**config.mk**
```make
export PLATFORM = sky130hd
export DESIGN_NAME = mc_controller
export DESIGN_NICKNAME = d
export VERILOG_FILES = /design/src/rtl/mips_defs.sv /design/src/rtl/mc_decode.sv /design/src/rtl/mc_controller.sv
export SDC_FILE = /design/constraint.sdc
export NUM_CORES = 1
export LEC_CHECK = 0
export ABC_AREA = 0
export BUFFER_PORTS_ARGS = -buffer_cell sky130_fd_sc_hd__buf_2
export CORE_ASPECT_RATIO = 0.8
export CORE_MARGIN = 2
export CORE_UTILIZATION = 46
export DETAILED_ROUTE_END_ITERATION = 16
export PLACE_DENSITY = 0.74
export SLEW_MARGIN = 20
export SYNTH_ARGS = -nofsm -noshare
export SYNTH_HDL_FRONTEND = slang
export SYNTH_SLANG_ARGS = --single-unit
```
**constraint.sdc**
```tcl
create_clock -name clk -period 3.1 [get_ports clk]
set_input_delay 0.155 -clock clk [delete_from_list [all_inputs] [get_ports clk]]
set_output_delay 0.155 -clock clk [all_outputs]
set_load 0.02 [all_outputs]
```
**src/rtl/mips_defs.sv**
```systemverilog
// Shared encodings for the multicycle MIPS controller: FSM states, opcode/funct
// fields, datapath select codes and the decoded-instruction record.
package mips_defs;

    typedef enum logic [2:0] {
        S_FETCH  = 3'd0,
        S_DECODE = 3'd1,
        S_EXE    = 3'd2,
        S_MEM    = 3'd3,
        S_WB     = 3'd4,
        S_BR     = 3'd5,
        S_JMP    = 3'd6
    } state_t;

    typedef enum logic [2:0] {
        CLS_NOP,
        CLS_RALU,
        CLS_IALU,
        CLS_LW,
        CLS_SW,
        CLS_BR,
        CLS_JMP,
        CLS_ILL
    } cls_t;

    localparam logic [5:0] OP_RTYPE = 6'b000000;
    localparam logic [5:0] OP_J     = 6'b000010;
    localparam logic [5:0] OP_JAL   = 6'b000011;
    localparam logic [5:0] OP_BEQ   = 6'b000100;
    localparam logic [5:0] OP_BNE   = 6'b000101;
    localparam logic [5:0] OP_ADDI  = 6'b001000;
    localparam logic [5:0] OP_ADDIU = 6'b001001;
    localparam logic [5:0] OP_ORI   = 6'b001101;
    localparam logic [5:0] OP_LUI   = 6'b001111;
    localparam logic [5:0] OP_LW    = 6'b100011;
    localparam logic [5:0] OP_SW    = 6'b101011;

    localparam logic [5:0] FN_SLL  = 6'b000000;
    localparam logic [5:0] FN_SRL  = 6'b000010;
    localparam logic [5:0] FN_JR   = 6'b001000;
    localparam logic [5:0] FN_ADD  = 6'b100000;
    localparam logic [5:0] FN_ADDU = 6'b100001;
    localparam logic [5:0] FN_SUB  = 6'b100010;
    localparam logic [5:0] FN_SUBU = 6'b100011;
    localparam logic [5:0] FN_AND  = 6'b100100;
    localparam logic [5:0] FN_OR   = 6'b100101;
    localparam logic [5:0] FN_XOR  = 6'b100110;

    localparam logic [3:0] ALU_ADD = 4'b0000;
    localparam logic [3:0] ALU_SUB = 4'b0001;
    localparam logic [3:0] ALU_AND = 4'b0010;
    localparam logic [3:0] ALU_OR  = 4'b0011;
    localparam logic [3:0] ALU_XOR = 4'b0100;
    localparam logic [3:0] ALU_SLL = 4'b0101;
    localparam logic [3:0] ALU_SRL = 4'b0110;
    localparam logic [3:0] ALU_LUI = 4'b0111;

    localparam logic [1:0] NPC_PC4  = 2'b00;
    localparam logic [1:0] NPC_BR   = 2'b01;
    localparam logic [1:0] NPC_JUMP = 2'b10;
    localparam logic [1:0] NPC_JR   = 2'b11;

    localparam logic [1:0] EXT_SIGN = 2'b00;
    localparam logic [1:0] EXT_LUI  = 2'b01;
    localparam logic [1:0] EXT_ZERO = 2'b10;

    localparam logic [1:0] DST_RT = 2'b00;
    localparam logic [1:0] DST_RD = 2'b01;
    localparam logic [1:0] DST_RA = 2'b10;

    localparam logic [1:0] M2R_ALU = 2'b00;
    localparam logic [1:0] M2R_MEM = 2'b01;
    localparam logic [1:0] M2R_PC  = 2'b10;

    typedef struct packed {
        cls_t       cls;
        logic       is_bne;
        logic       is_jal;
        logic       is_jr;
        logic       alu_src;
        logic [1:0] ext_op;
        logic [3:0] alu_ctr;
    } dec_t;

endpackage

```
**src/rtl/mc_decode.sv**
```systemverilog
// Combinational instruction classifier: instruction class, ALU operation,
// immediate extension and operand-B select from the raw instruction word.
module mc_decode
    import mips_defs::*;
(
    input  logic [31:0] Instr,
    output dec_t        dec
);

    logic [5:0] op;
    logic [5:0] funct;

    assign op    = Instr[31:26];
    assign funct = Instr[5:0];

    always_comb begin
        dec     = '0;
        dec.cls = CLS_ILL;
        // The all-zero word is the canonical nop; other sll forms are real writes.
        if (Instr == 32'd0) begin
            dec.cls = CLS_NOP;
        end else begin
            case (op)
                OP_RTYPE: begin
                    dec.cls = CLS_RALU;
                    case (funct)
                        FN_ADD, FN_ADDU: dec.alu_ctr = ALU_ADD;
                        FN_SUB, FN_SUBU: dec.alu_ctr = ALU_SUB;
                        FN_AND:          dec.alu_ctr = ALU_AND;
                        FN_OR:           dec.alu_ctr = ALU_OR;
                        FN_XOR:          dec.alu_ctr = ALU_XOR;
                        FN_SLL:          dec.alu_ctr = ALU_SLL;
                        FN_SRL:          dec.alu_ctr = ALU_SRL;
                        FN_JR: begin
                            dec.cls   = CLS_JMP;
                            dec.is_jr = 1'b1;
                        end
                        default:         dec.cls = CLS_ILL;
                    endcase
                end
                OP_ADDI, OP_ADDIU: begin
                    dec.cls     = CLS_IALU;
                    dec.alu_src = 1'b1;
                end
                OP_ORI: begin
                    dec.cls     = CLS_IALU;
                    dec.alu_src = 1'b1;
                    dec.alu_ctr = ALU_OR;
                    dec.ext_op  = EXT_ZERO;
                end
                OP_LUI: begin
                    dec.cls     = CLS_IALU;
                    dec.alu_src = 1'b1;
                    dec.alu_ctr = ALU_LUI;
                    dec.ext_op  = EXT_LUI;
                end
                OP_LW: begin
                    dec.cls     = CLS_LW;
                    dec.alu_src = 1'b1;
                end
                OP_SW: begin
                    dec.cls     = CLS_SW;
                    dec.alu_src = 1'b1;
                end
                OP_BEQ: dec.cls = CLS_BR;
                OP_BNE: begin
                    dec.cls    = CLS_BR;
                    dec.is_bne = 1'b1;
                end
                OP_J:   dec.cls = CLS_JMP;
                OP_JAL: begin
                    dec.cls    = CLS_JMP;
                    dec.is_jal = 1'b1;
                end
                default: dec.cls = CLS_ILL;
            endcase
        end
    end

endmodule

```
**src/rtl/mc_controller.sv**
```systemverilog
// Multicycle MIPS control FSM with bounded memory waits, a retired-instruction
// counter and single-cycle illegal / bus-error pulses.
module mc_controller
    import mips_defs::*;
#(
    parameter int WAIT_MAX = 8,
    parameter int CNT_W    = 32
) (
    input  logic             clk,
    input  logic             reset,
    input  logic [31:0]      Instr,
    input  logic             Zero,
    input  logic             mem_rdy,
    output logic             mem_req,
    output logic             IRWr,
    output logic             PCWr,
    output logic             RegWr,
    output logic             MemWr,
    output logic [1:0]       RegDst,
    output logic [1:0]       MemtoReg,
    output logic [1:0]       ExtOp,
    output logic [1:0]       NPCOp,
    output logic             ALUSrc,
    output logic [3:0]       ALUCtr,
    output logic [2:0]       state,
    output logic [CNT_W-1:0] retired,
    output logic             illegal,
    output logic             bus_err
);

    localparam int WCNT_W = (WAIT_MAX > 1) ? $clog2(WAIT_MAX) : 1;
    localparam logic [WCNT_W-1:0] WAIT_LAST = WCNT_W'(WAIT_MAX - 1);

    state_t             state_reg;
    state_t             state_next;
    logic [WCNT_W-1:0]  wait_cnt_reg;
    logic [WCNT_W-1:0]  wait_cnt_next;
    logic [CNT_W-1:0]   retired_reg;
    logic [CNT_W-1:0]   retired_next;
    dec_t               dec;
    logic               mem_phase;
    logic               timeout;
    logic               retire;

    mc_decode u_decode (
        .Instr (Instr),
        .dec   (dec)
    );

    // A completing strobe on the last allowed cycle wins over the timeout.
    assign mem_phase = (state_reg == S_FETCH) || (state_reg == S_MEM);
    assign timeout   = mem_phase && !mem_rdy && (wait_cnt_reg == WAIT_LAST);

    always_ff @(posedge clk) begin
        if (reset) begin
            state_reg    <= S_FETCH;
            wait_cnt_reg <= '0;
            retired_reg  <= '0;
        end else begin
            state_reg    <= state_next;
            wait_cnt_reg <= wait_cnt_next;
            retired_reg  <= retired_next;
        end
    end

    always_comb begin
        state_next    = state_reg;
        retire        = 1'b0;
        wait_cnt_next = (mem_phase && !mem_rdy && !timeout) ? wait_cnt_reg + WCNT_W'(1) : '0;
        case (state_reg)
            S_FETCH: begin
                if (mem_rdy)      state_next = S_DECODE;
                else if (timeout) state_next = S_FETCH;
            end
            S_DECODE: begin
                case (dec.cls)
                    CLS_RALU, CLS_IALU, CLS_LW, CLS_SW: state_next = S_EXE;
                    CLS_BR:  state_next = S_BR;
                    CLS_JMP: state_next = S_JMP;
                    default: state_next = S_FETCH;
                endcase
                retire = (dec.cls == CLS_NOP);
            end
            S_EXE: state_next = (dec.cls == CLS_LW || dec.cls == CLS_SW) ? S_MEM : S_WB;
            S_MEM: begin
                if (mem_rdy) begin
                    state_next = (dec.cls == CLS_LW) ? S_WB : S_FETCH;
                    retire     = (dec.cls == CLS_SW);
                end else if (timeout) begin
                    state_next = S_FETCH;
                end
            end
            S_WB, S_BR, S_JMP: begin
                state_next = S_FETCH;
                retire     = 1'b1;
            end
            default: state_next = S_FETCH;
        endcase
        retired_next = retire ? retired_reg + CNT_W'(1) : retired_reg;
    end

    always_comb begin
        mem_req  = 1'b0;
        IRWr     = 1'b0;
        PCWr     = 1'b0;
        RegWr    = 1'b0;
        MemWr    = 1'b0;
        RegDst   = DST_RT;
        MemtoReg = M2R_ALU;
        ExtOp    = EXT_SIGN;
        NPCOp    = NPC_PC4;
        ALUSrc   = 1'b0;
        ALUCtr   = ALU_ADD;
        illegal  = 1'b0;
        bus_err  = timeout;
        case (state_reg)
            S_FETCH: begin
                mem_req = 1'b1;
                IRWr    = mem_rdy;
                PCWr    = mem_rdy;
            end
            S_DECODE: illegal = (dec.cls == CLS_ILL);
            S_EXE: begin
                ALUSrc = dec.alu_src;
                ALUCtr = dec.alu_ctr;
                ExtOp  = dec.ext_op;
            end
            S_MEM: begin
                mem_req = 1'b1;
                MemWr   = (dec.cls == CLS_SW) && !timeout;
            end
            S_WB: begin
                RegWr    = 1'b1;
                RegDst   = (dec.cls == CLS_RALU) ? DST_RD : DST_RT;
                MemtoReg = (dec.cls == CLS_LW) ? M2R_MEM : M2R_ALU;
            end
            S_BR: begin
                PCWr  = Zero ^ dec.is_bne;
                NPCOp = NPC_BR;
            end
            S_JMP: begin
                PCWr  = 1'b1;
                NPCOp = dec.is_jr ? NPC_JR : NPC_JUMP;
                if (dec.is_jal) begin
                    RegWr    = 1'b1;
                    RegDst   = DST_RA;
                    MemtoReg = M2R_PC;
                end
            end
            default: ;
        endcase
        // Reset silences every side effect even before the state register clears.
        if (reset) begin
            mem_req = 1'b0;
            IRWr    = 1'b0;
            PCWr    = 1'b0;
            RegWr   = 1'b0;
            MemWr   = 1'b0;
            illegal = 1'b0;
            bus_err = 1'b0;
        end
    end

    assign state   = state_reg;
    assign retired = retired_reg;

endmodule
```
# [Word-level counts from Yosys, hierarchy flattened]
# Cells that the tools add are included.
# Widths: inputs -> output; s select.
[op_classes] addsub=2 eq_ne=33 muxes=45 bitwise=2 reduce_logical=23
[op_table] cell="$eq 6x6->1 const B" count=9
[op_table] cell="$pmux 3 s6" count=2
[op_table] cell="$add 32x1->32 const B" count=1
[op_table] cell="$logic_not 32->1" count=1
[op_table] cell="$eq 6x4->1 const B" count=5
[op_table] cell="$eq 3x3->1 const B" count=8
[op_table] cell="$mux 1" count=22
[op_table] cell="$eq 6x2->1 const B" count=3
[op_table] cell="$mux 3" count=6
[op_table] cell="$pmux 3 s3" count=2
[op_table] cell="$pmux 2 s2" count=4
[op_table] cell="$eq 3x2->1 const B" count=4
[op_table] cell="$eq 6x3->1 const B" count=2
[op_table] cell="$logic_not 6->1" count=2
[op_table] cell="$pmux 3 s4" count=1
[op_table] cell="$mux 10" count=1
[op_table] cell="$reduce_or 2->1" count=5
[op_table] cell="$reduce_or 9->1" count=1
[op_table] cell="$reduce_or 4->1" count=2
[op_table] cell="$eq 3x1->1 const B" count=2
[op_table] cell="$logic_not 3->1" count=2
[op_table] cell="$pmux 1 s3" count=2
[op_table] cell="$pmux 3 s2" count=1
[op_table] cell="$reduce_or 6->1" count=1
[op_table] cell="10 further kinds" count=16
[word_totals] regBits=38 inputBits=36 elab_cells=108

# [Logic depth before layout (Yosys ltp)]
[logic_depth] word_depth=9 ltp_mapped=8 ltp_nobuf=8

# [Modules after synthesis]
# Synthesis repeated with hierarchy kept, for this count alone.
[hier_totals] cells_unflattened=339 area_unflattened_um2=2628.8
[by_module_without_submodules] mod="mc_controller" n_inst=1 cells_each=263 area_each_um2=2198.4 seq_area_each_um2=760.7
[by_module_without_submodules] mod="mc_decode" n_inst=1 cells_each=76 area_each_um2=430.4 seq_area_each_um2=0.0

# [Worst setup path before layout]
# OpenSTA, ideal clock, no wires.
[synth_path] kind="register -> register" from="register retired_reg[3], in the netlist retired[3]" to="register retired_reg[26], in the netlist retired[26]" setup_ps=71 t_arrival_ps=2041 path_slack_ps=988 stages_incl_launch_ff=7 path_buffers=0 synth_period_minus_slack_ps=2112 cell_sequence="dfxtp_1 -> nand4_1 -> or2_2 -> nor3_2 -> nand2_1 -> or4b_1 -> a21oi_1"
[synth_between] elab_chain_cells=1
[synth_lines] element="start: declaration" line="mc_controller.sv:38" rtl="logic [CNT_W-1:0] retired_reg;"
[synth_lines] element="start signal: assignment" line="mc_controller.sv:62" rtl="retired_reg <= retired_next;"
[synth_lines] element="$add 32x1->32" line="mc_controller.sv:99" rtl="retired_next = retire ? retired_reg + CNT_W'(1) : retired_reg;"
# No other way between the ends.
# A chain may end at the register's enable or synchronous reset.

# [Final worst setup path]
[layout_path] from="register state_reg[0], in the netlist state[0]" to="register retired_reg[25], in the netlist retired[25]"
[layout_between] elab_chain_cells=3
[layout_lines] element="start: declaration" line="mc_controller.sv:34" rtl="state_t state_reg;"
[layout_lines] element="start signal: assignment" line="mc_controller.sv:60" rtl="state_reg <= state_next;"
[layout_lines] element="$eq 3x3->1" line="mc_controller.sv:70" rtl="case (state_reg)"
[layout_lines] element="$reduce_or 3->1" line="mc_controller.sv:70"
[layout_lines] element="$pmux 1 s3 (*)" line="mc_controller.sv:70"
# Every way passes the cells marked *; elsewhere a longest branch is shown, timed or not.

==> results.md <==
- The flow ran to the end, and the final reports show no timing, DRC or antenna violations.
- Max-cap violations in this run came to 0.
- The placed instances occupy a cell area of 0.002944 mm^2.
- In the layout the commonest cells are 89 x sky130_fd_sc_hd__buf_2, 39 x sky130_fd_sc_hd__nor2_1, 38 x sky130_fd_sc_hd__dfxtp_1.
- The synthesized netlist cell count is 326.
- The die covers 0.006050 mm^2.
- Summed over all cells, the static leakage comes to 1.322 nW.
- The startpoint identified for the worst register-to-register timing path is state[0].
- The vertical die dimension is 69.97 um.
- The worst setup path is launched from a register.
- In this run the clock root is driven by a sky130_fd_sc_hd__clkbuf_8.
- Pin placement for this block handled 91 I/O pins.
- The region available for standard cell placement spans 0.005122 mm^2.
- The clock input transition at the sequential cells of the worst setup and hold paths is 0.07 ns.
- Yosys mapped a number of flops with a built-in enable equal to 0.
- The type of the most critical hold path is input pin to register.
- In the routed layout, each cell is associated on average with a via count of 5.600.
- From left edge to right edge, the die measures 86.46 um.
- STA classifies the critical path endpoint as a register.
- Across the VDD grid, the largest voltage drop is 0.2524 mV.
- The number of slew-limit violations in the final report is 0.
- Counting flops with an async set or reset pin after synthesis yields a share of 0%.
- The flip-flop count of the largest register, all copies and words added is 32.
- The detailed-route wire length is 6.480 mm.
- Once the floorplan was initialized, standard cells occupied 48.85% of the core.
- Counting I/O delays and the setup requirement, the final critical path takes 2.450 ns.
- Setup repair after global routing left no endpoint under its margin.
- After synthesis, the largest area contributor takes up 30.40% of total cell area.
- The post-route netlist has 26.80% of its cells at a drive strength greater than 1.
- A synthesized cell averages 7.676 um^2.
- Setup total negative slack on the finished layout was measured at 0 ns.
- In the routed design, unresolved DRC markers number 0.
- The power density over cell area is 330.6 mW/mm^2.
- Summed over all nets, the half-perimeter wirelength after detailed placement is 4.753 mm.
- The most frequent standard cell in the layout excluding fill and tap cells is sky130_fd_sc_hd__buf_2.
- The total count of hold-check failures in the final report is 0.
- The transition time at the pin with the least slew margin is 0.7893 ns.
- Setup violations remaining at the end of the flow were counted as 0.
- Sequential cells were found to cover 30.40% of the synthesized design area.
- For this run, the number of Yosys warnings is 0.
- The headroom to the max-slew limit is 46.02%.
- The critical path ends at retired[25].
- Measured in cells, the most critical reg-to-reg path has a length of 6.
- The worst flop-to-flop path endpoint is retired[25].
- In this run the remaining antenna-violating nets after routing total 0.
- The global placer's final weighted congestion is 0.8828.
- The distinct cell type count of the synthesized netlist is 47.
- The critical path is of the register to register type.
- By area the synthesized netlist is led by sky130_fd_sc_hd__dfxtp_1 30%, sky130_fd_sc_hd__xor2_1 8.4%, sky130_fd_sc_hd__nor2_1 5.9%.
- The clock tree synthesis step divided the H-tree into 2 levels.
- The number of nets in the synthesized netlist is 365.
- The wire length of the first global-routing pass is 10.98 mm.
- In the final design database the tool counted 441 nets.
- The count of input and output buffers is 89.
- The number of core rows is 23.
- Summing over every cut layer, the via total after detailed routing is 2,604.
- TritonCTS created 5 clock buffers.
- In this run, the number of DRC markers left after iteration 0 of detailed routing was 161.
- Data arrives at the worst endpoint at 2.66 ns.
- The number of global-route vias before repair came to 2,319.
- The count of cells resized by post-cts repair is 0.
- The critical path required time is 3.32 ns.
- For this design, the sink count on the clock tree is 38.
- The clock reaches the later pin of the worst-skew pair after 0.29 ns.
- The initial antenna violation count is 0.
- Buffers added to address setup during post-CTS repair amount to 0.
- Setup slack on the worst reg-to-reg path comes out at 0.65 ns.
- The finished cells cover 0.003054 mm^2.
- The maximum frequency from static timing analysis is 0.4082 GHz.
- The register bit count reported by yosys is 38.
- The library cell occupying the most area in the post-synthesis netlist is sky130_fd_sc_hd__dfxtp_1.
- Entering global routing, the biggest net connects 40 pins.
- TritonCTS built the clock tree.
- The final cycle utilization of the critical path is 79.02%.
- The cell area after synthesis is 0.002502 mm^2.
- After global routing the overflow that remains totals 0.
- Global routing used 21.81% of the available tracks.
- The per-cell routed wire length is 13.94 um.
- The first TritonRoute pass finished after 4 iterations.
- The repair_antennas step left the layout with diodes totalling 0.
- Clock skew on the completed layout was measured at 0.005833 ns.
- For this run, the leading register cell type out of synthesis is sky130_fd_sc_hd__dfxtp_1.
- The peak fanout along the critical path is 12.
- Counting along the longest clock path gives a buffer depth of 2.
- The layout-stage area growth over the synthesis result is 22.05%.
- In this run the worst setup path begins at state[0].
- The number of hold buffers added after cts is 0.
==> stage by stage <==
step                      power (mW)  hold WS (ns)  setup slack, ns  util [%]  instances
final                          1.010        0.1365           0.6502     59.62        465
after global routing           1.055        0.1442           0.3554     59.62        465
after CTS                      1.021        0.1255           0.6560     59.62        465
after detailed placement      0.6239        0.4342           0.6183     57.47        457
after global placement        0.6226        0.4261           0.7074     57.47        457
after floorplan               0.5807        0.2337           0.9883         -        326
==> worst max-delay path, stage by stage, from the launching register on <==
cell and delay [ns]:
sky130_fd_sc_hd__dfxtp_1 0.52, sky130_fd_sc_hd__nor2b_1 0.29, sky130_fd_sc_hd__nand2b_1 0.18, sky130_fd_sc_hd__nor4_4 0.53, sky130_fd_sc_hd__o21ai_1 0.31, sky130_fd_sc_hd__or3_1 0.42, sky130_fd_sc_hd__a21oi_1 0.13
==> synthesized netlist by cell type, types with 5 or more instances <==
| library cell | count |
|---|---|
| sky130_fd_sc_hd__nand2_1 | 26 |
| sky130_fd_sc_hd__and3_1 | 9 |
| sky130_fd_sc_hd__xor2_1 | 24 |
| sky130_fd_sc_hd__o21ai_0 | 19 |
| sky130_fd_sc_hd__inv_1 | 7 |
| sky130_fd_sc_hd__buf_2 | 5 |
| sky130_fd_sc_hd__nand3_1 | 9 |
| sky130_fd_sc_hd__and4_1 | 6 |
| sky130_fd_sc_hd__clkbuf_1 | 15 |
| sky130_fd_sc_hd__dfxtp_1 | 38 |
| sky130_fd_sc_hd__nand2b_1 | 5 |
| sky130_fd_sc_hd__nor4_1 | 6 |
| sky130_fd_sc_hd__a21oi_1 | 20 |
| sky130_fd_sc_hd__and2_1 | 6 |
| sky130_fd_sc_hd__nor2_1 | 39 |
| sky130_fd_sc_hd__o211ai_1 | 5 |
| sky130_fd_sc_hd__nand4_1 | 6 |
| sky130_fd_sc_hd__or3_1 | 10 |
| sky130_fd_sc_hd__o2111ai_1 | 13 |
| sky130_fd_sc_hd__nor3_1 | 16 |
==> cell type report <==
class                      count  area (um^2)
fill                         476         2068
multi-input combinational    259         1619
sequential                    38        760.7
timing repair buffer          91        460.4
clock buffer                   8        110.1
tap                           62        77.57
inverter                       7        26.28
==> power by group <==
group	switching [mW]	internal (mW)	leakage (nW)
logic	0.0733	0.0438	0.958
clock network	0.171	0.225	0.0575
registers	0.00597	0.491	0.306
total	0.250	0.760	1.32
==> kinds of logic after synthesis <==
group	count (synthesis)	synth area share, %
xor+xnor	25	8.750
compound gates	73	19.70
flops	38	30.40
simple gates	157	34.60
other cells	1	0.1499
buf+inv	29	4.900
fa+ha+maj	3	1.500
==> per-layer routing <==
| layer | routed length, um | global-route usage [%] | vias up | share of wire, % |
|---|---|---|---|---|
| li1 | - | - | 1343 | - |
| met1 | 3311 | 32.80 | 1193 | 51 |
| met2 | 2815 | 31.79 | 66 | 43 |
| met3 | 330 | 4.965 | 2 | 5.1 |
| met4 | 23 | 3.993 | 0 | 0.35 |
| met5 | 0 | 0 | - | 0 |
==> worst min path at each step <==
stage,cells past startpoint,start,endpoint,slack [ns]
final,2,mem_rdy,wait_cnt_reg[0],0.14
after global routing,2,mem_rdy,wait_cnt_reg[0],0.14
after CTS,2,mem_rdy,wait_cnt_reg[0],0.13
after detailed placement,1,wait_cnt_reg[0],wait_cnt_reg[0],0.43
after global placement,1,wait_cnt_reg[0],wait_cnt_reg[0],0.43
after floorplan,1,mem_rdy,wait_cnt_reg[0],0.23
(Power assumes the default switching activity.)
